**config.mk**
```make
export PLATFORM = sky130hd
export DESIGN_NAME = branch_resolver
export DESIGN_NICKNAME = d
export VERILOG_FILES = /design/src/rtl/branch_resolver.sv
export SDC_FILE = /design/constraint.sdc
export NUM_CORES = 1
export LEC_CHECK = 0
export CORE_AREA = 2 2 157 174
export CTS_CLUSTER_SIZE = 12
export DETAILED_ROUTE_END_ITERATION = 16
export DIE_AREA = 0 0 159 176
export MAX_ROUTING_LAYER = met4
export PLACE_DENSITY = 0.74
export SLEW_MARGIN = 10
export SYNTH_ARGS = -nofsm -noshare
export SYNTH_HDL_FRONTEND = slang
export SYNTH_SLANG_ARGS = --single-unit
```
**constraint.sdc**
```tcl
create_clock -name clk -period 3 [get_ports clk]
set_input_delay 0.9 -clock clk [delete_from_list [all_inputs] [get_ports clk]]
set_output_delay 0.9 -clock clk [all_outputs]
set_load 0.02 [all_outputs]
```
**src/rtl/branch_resolver.sv**
```systemverilog
// Resolves one RISC-V conditional branch at a time from captured ALU flags,
// raising a redirect to fetch for taken branches and keeping outcome counters.
module branch_resolver #(
  parameter int WORDSIZE = 64
) (
  input  logic                clk,
  input  logic                rst_n,
  input  logic                in_valid,
  output logic                in_ready,
  input  logic [3:0]          flags,
  input  logic                a_msb,
  input  logic                b_msb,
  input  logic [2:0]          funct3,
  input  logic [WORDSIZE-1:0] pc,
  input  logic [WORDSIZE-1:0] imm,
  output logic                redir_valid,
  input  logic                redir_ready,
  output logic [WORDSIZE-1:0] redir_pc,
  output logic                done,
  output logic                taken,
  output logic                fault,
  output logic [15:0]         br_count,
  output logic [15:0]         tk_count
);

  typedef enum logic [1:0] {
    IDLE,
    EVAL,
    REDIRECT
  } state_t;

  state_t state, state_next;

  logic [3:0]          flags_q;
  logic                a_msb_q;
  logic                b_msb_q;
  logic [2:0]          funct3_q;
  logic [WORDSIZE-1:0] pc_q;
  logic [WORDSIZE-1:0] imm_q;

  logic                accept;
  logic                eq, lt_s, lt_u, cond, illegal;
  logic [WORDSIZE-1:0] target;
  logic                done_next, taken_next, fault_next;

  assign in_ready = (state == IDLE);
  assign accept   = in_valid && in_ready;

  // Unsigned less-than falls back to the signed result when the operand MSBs agree.
  assign eq     = flags_q[0];
  assign lt_s   = flags_q[1] ^ flags_q[2];
  assign lt_u   = (a_msb_q != b_msb_q) ? b_msb_q : lt_s;
  assign target = pc_q + imm_q;

  always_comb begin
    cond = 1'b0;
    case (funct3_q)
      3'b000:  cond = eq;
      3'b001:  cond = !eq;
      3'b100:  cond = lt_s;
      3'b101:  cond = !lt_s;
      3'b110:  cond = lt_u;
      3'b111:  cond = !lt_u;
      default: cond = 1'b0;
    endcase
  end

  assign illegal = (funct3_q == 3'b010) || (funct3_q == 3'b011) || !flags_q[3] ||
                   (cond && (target[1:0] != 2'b00));

  always_comb begin
    state_next = state;
    done_next  = 1'b0;
    taken_next = 1'b0;
    fault_next = 1'b0;
    case (state)
      IDLE: begin
        if (accept) state_next = EVAL;
      end
      EVAL: begin
        if (illegal) begin
          state_next = IDLE;
          done_next  = 1'b1;
          fault_next = 1'b1;
        end else if (!cond) begin
          state_next = IDLE;
          done_next  = 1'b1;
        end else begin
          state_next = REDIRECT;
        end
      end
      REDIRECT: begin
        if (redir_ready) begin
          state_next = IDLE;
          done_next  = 1'b1;
          taken_next = 1'b1;
        end
      end
      default: state_next = IDLE;
    endcase
  end

  always_ff @(posedge clk) begin
    if (!rst_n) begin
      state       <= IDLE;
      flags_q     <= '0;
      a_msb_q     <= 1'b0;
      b_msb_q     <= 1'b0;
      funct3_q    <= '0;
      pc_q        <= '0;
      imm_q       <= '0;
      redir_valid <= 1'b0;
      redir_pc    <= '0;
      done        <= 1'b0;
      taken       <= 1'b0;
      fault       <= 1'b0;
      br_count    <= '0;
      tk_count    <= '0;
    end else begin
      state <= state_next;
      done  <= done_next;
      taken <= taken_next;
      fault <= fault_next;
      if (accept) begin
        flags_q  <= flags;
        a_msb_q  <= a_msb;
        b_msb_q  <= b_msb;
        funct3_q <= funct3;
        pc_q     <= pc;
        imm_q    <= imm;
      end
      if (state == EVAL && state_next == REDIRECT) begin
        redir_valid <= 1'b1;
        redir_pc    <= target;
      end else if (state == REDIRECT && redir_ready) begin
        redir_valid <= 1'b0;
      end
      // Counters advance together with the done pulse and stick at all-ones.
      if (done_next && br_count != 16'hFFFF) br_count <= br_count + 16'd1;
      if (taken_next && tk_count != 16'hFFFF) tk_count <= tk_count + 16'd1;
    end
  end

endmodule

```
==> flow_summary_export.csv <==
group,metric,value,unit
cts,cts_tree,"yes",
logic_synthesis,synth_area_leaders,"dfxtp_1 38%, nand2_1 13%, a21oi_1 10%",
setup_path,crit_top_cell,"o21ba_4",
setup_path,worst_path_largest_cell_delay,0.53,ns
logic_synthesis,synth_top_area_share,38.5,%
logic_synthesis,synth_cells,1614,
sta,period_needed,2.92,ns
grt,grt_first_pass_wirelength,56400,microns
flow_run,drv_cap,0,
logic_synthesis,ys_types,74,
detailed_routing,vias_per_cell,5.48,
logic_synthesis,yosysTopAreaCell,"dfxtp_1",
floorplanning,fp.dieW,159,microns
floorplanning,die_area,0.0280,sq mm
status,outcome,"finished, final reports clean",
logic_synthesis,yosysWarnings,0,
sta,setup_viol,0,
detailed_routing,wire_per_inst,15.7,microns
sta,slew_headroom,54.8,%
setup_path,arrival,3.38,ns
grt,grt_pass1_vias,11500,
placed_design,place.gp.congestion,0.948,
sta,slew_viol_final,0,
logic_synthesis,syn_area_per_cell,7.71,sq um
cts,cts-htree-levels,1,
cts,ctsHoldBuffers,0,
setup_path,crit_cells,11,
placed_design,post-place-ws,-0.101,ns
logic_synthesis,synth_edf_count,0,
logic_synthesis,yosys_most_used_dff,"dfxtp_1",
logic_synthesis,netlist_area,0.0124,sq mm
grt,grt-ovfl-total,0,
cts,cts_made_buffers,26,
floorplanning,start_util,47.7,%
logic_synthesis,yosysSeqAreaShare,38.5,%
power_and_ir_drop,total_power,7.77,mW
cts,clk_pin_slew,0.06,ns
sta,hold_viol_final,0,
detailed_routing,ant_nets,0,
sta,worst_pin_slew,0.671,ns
detailed_routing,vias,12100,
floorplanning,rows,62,
setup_path,cp-start-kind,"flop",
sta,fin_ws,0.0787,ns
grt,grt_usage,24.6,%
setup_path,cpMaxStageDelayCell,"or4_1",
setup_path,rrSetupSlack,0.08,ns
logic_synthesis,async_reset_ff_share,0,%
setup_path,reg2reg_depth,11,
grt,grt_max_degree,138,
setup_path,path_delay_family,"compound AO/OA/AOI/OAI gates",
cells_and_area,fin_cells,2207,
floorplanning,ios,242,
setup_path,critPathRequiredTime,3.46,ns
placed_design,hpwlAfterDp,25500,microns
sta,finClkSkew,0.0238,ns
placed_design,port_buffers,241,
setup_path,crit_type,"reg -> reg",
setup_path,crit_start,"pc_q[1]",
setup_path,end_kind,"flop",
setup_path,crit_fanout,4,
setup_path,cp_cell_sequence,"ha_1 -> a211o_1 -> a211oi_2 -> o21ba_4 -> nor3_1 -> nor2_2 -> o21ba_4 -> a21oi_2 -> o21a_1 -> or4_1 -> nand4_1",
cts,clock_path_buffers,3,
sta,setup-tns-final,0,ns
sta,finalCritPeriodShare,97.4,%
worst_hold_path,hp-class,"reg -> reg",
placed_design,placed_cells,2161,
cells_and_area,nets,2053,
setup_path,crit_end,"redir_pc[59]",
cts,clkLatencyLatePin,0.53,ns
power_and_ir_drop,ir_drop,0.000303,V
logic_synthesis,ys_ff_latch,239,
power_and_ir_drop,powerDensity,473,mW/mm^2
detailed_routing,drt_iter0_markers,873,
cells_and_area,diodes,0,
setup_path,crit_buf_inv,0,
sta,clock.fmax,0.342,GHz
cells_and_area,syn_to_final_growth,31.9,%
grt,antenna_found_initial,0,
floorplanning,coreArea,0.0261,sq mm
setup_path,r2r_start,"pc_q[1]",
cts,cts.sinks,239,
floorplanning,die_h,176,microns
cts,cts_root_buffer,"clkbuf_16",
sta,rsz0062_at_grt,"true",
power_and_ir_drop,cellLeakagePower,6.59,nW
detailed_routing,wl,34800,microns
setup_path,r2r_end,"redir_pc[59]",
detailed_routing,first_pass_iters,8,
detailed_routing,drcViolationCount,0,
cells_and_area,drive_gt1_share,7.71,%
logic_synthesis,syn_nets,1825,
## cell families (layout without fill, tap and decap cells)
kind of cell	count (synthesis)	after routing	synth area share, %
compound gates	445	445	21.7
xor+xnor	78	78	5.49
buf+inv	118	359	3.73
flops	239	239	38.5
fa+ha+maj	71	71	7.18
simple gates	660	660	23.2
mux	3	3	0.241
## through the flow
step | area (sq um) | util (%) | hold slack [ns]
6_report | 16400 | 63.0 | 0.449
5_1_grt | 16400 | 63.0 | 0.468
4_1_cts | 16300 | 62.4 | 0.453
3_5_place_dp | 15400 | 58.9 | 0.446
3_3_place_gp | 15400 | 58.9 | 0.440
2_1_floorplan | 12400 | - | 0.436
## what timing repair did
action	4_1_cts	5_1_grt
pin swaps	3	10
gates resized for setup	6	28
buffers inserted	0	5
setup endpoints to repair	7	21
## synthesized netlist by cell type, types with 3 or more instances
cell,count
ha_1,69
nand4_1,28
nand3b_1,3
inv_1,25
nand2_1,436
xor2_1,42
or3_1,13
buf_2,14
o211ai_1,11
buf_1,11
xnor2_1,36
a21oi_1,254
a41oi_1,3
a31oi_1,13
o21ai_0,43
nand2b_1,8
a21o_1,44
and3_1,11
o21bai_1,11
dfxtp_1,239
and2_1,12
nand3_1,37
and4_1,10
o31ai_1,5
mux2i_1,3
o21ai_2,3
o21a_1,8
nor3_1,17
o2111ai_1,3
nor2_1,61
nor2b_1,11
a211oi_1,8
a211o_1,4
clkbuf_1,67
## worst min-delay path by stage
stage	from	to	slack [ns]	cells after the start
floorplan	a_msb_q	a_msb_q	0.44	2
global placement	redir_pc[3]	redir_pc[3]	0.44	2
detailed placement	redir_pc[3]	redir_pc[3]	0.45	2
CTS	redir_pc[3]	redir_pc[3]	0.45	2
global route	redir_pc[19]	redir_pc[19]	0.47	2
finish	redir_pc[3]	redir_pc[3]	0.45	2
## sequential cells by signal, summed over array words and instances, names as in the netlist
| register | flops |
|---|---|
| fault | 1 |
| pc_q | 64 |
| tk_count | 16 |
| b_msb_q | 1 |
| funct3_q | 3 |
| state | 2 |
| taken | 1 |
| a_msb_q | 1 |
| br_count | 16 |
| redir_valid | 1 |
| done | 1 |
| flags_q | 4 |
| redir_pc | 64 |
| imm_q | 64 |
## worst min-delay path, stage by stage (launching register included)
cell and delay (ns):
dfxtp_1 0.31, nand2_1 0.05, a21oi_1 0.05
## per-layer routing
layer  part of all wire (%)  vias up  global-route usage, %
met4                    1.8        0                   5.76
met3                    5.5       45                   3.17
li1                       -     6029                      -
met5                      0        -                      -
met1                     44     5670                   30.3
met2                     49      350                   42.9
## power by group
| group | internal [mW] | switching [mW] | leakage [nW] | total, mW |
|---|---|---|---|---|
| clock | 2.04 | 1.25 | 0.424 | 3.29 |
| sequential | 3.30 | 0.0751 | 1.95 | 3.37 |
| combinational | 0.492 | 0.618 | 4.22 | 1.11 |
| total | 5.82 | 1.95 | 6.59 | 7.77 |
## cells in the final DEF (no fill, tap or decap), types with 10 or more instances in the layout
cell / instances
nand2_1: 435
a21oi_1: 246
clkdlybuf4s50_1: 240
dfxtp_1: 239
ha_1: 67
nor2_1: 60
buf_4: 46
a21o_1: 44
xor2_1: 42
o21ai_0: 40
nand3_1: 37
xnor2_1: 36
nand4_1: 28
clkbuf_16: 27
inv_1: 24
nor3_1: 16
or3_1: 13
a31oi_1: 12
and3_1: 11
and2_1: 11
o211ai_1: 11
and4_1: 10
a21oi_2: 10
o21bai_1: 10
## cell type report
class / count / area [sq um]
Clock buffer: 34 / 732
Timing Repair Buffer: 293 / 2870
Sequential cell: 239 / 4780
Fill cell: 2395 / 9650
Multi-Input combinational cell: 1257 / 7350
Clock inverter: 7 / 138
Inverter: 25 / 98.8
Tap cell: 352 / 440
No activity file was read; power rests on OpenSTA's default activity.
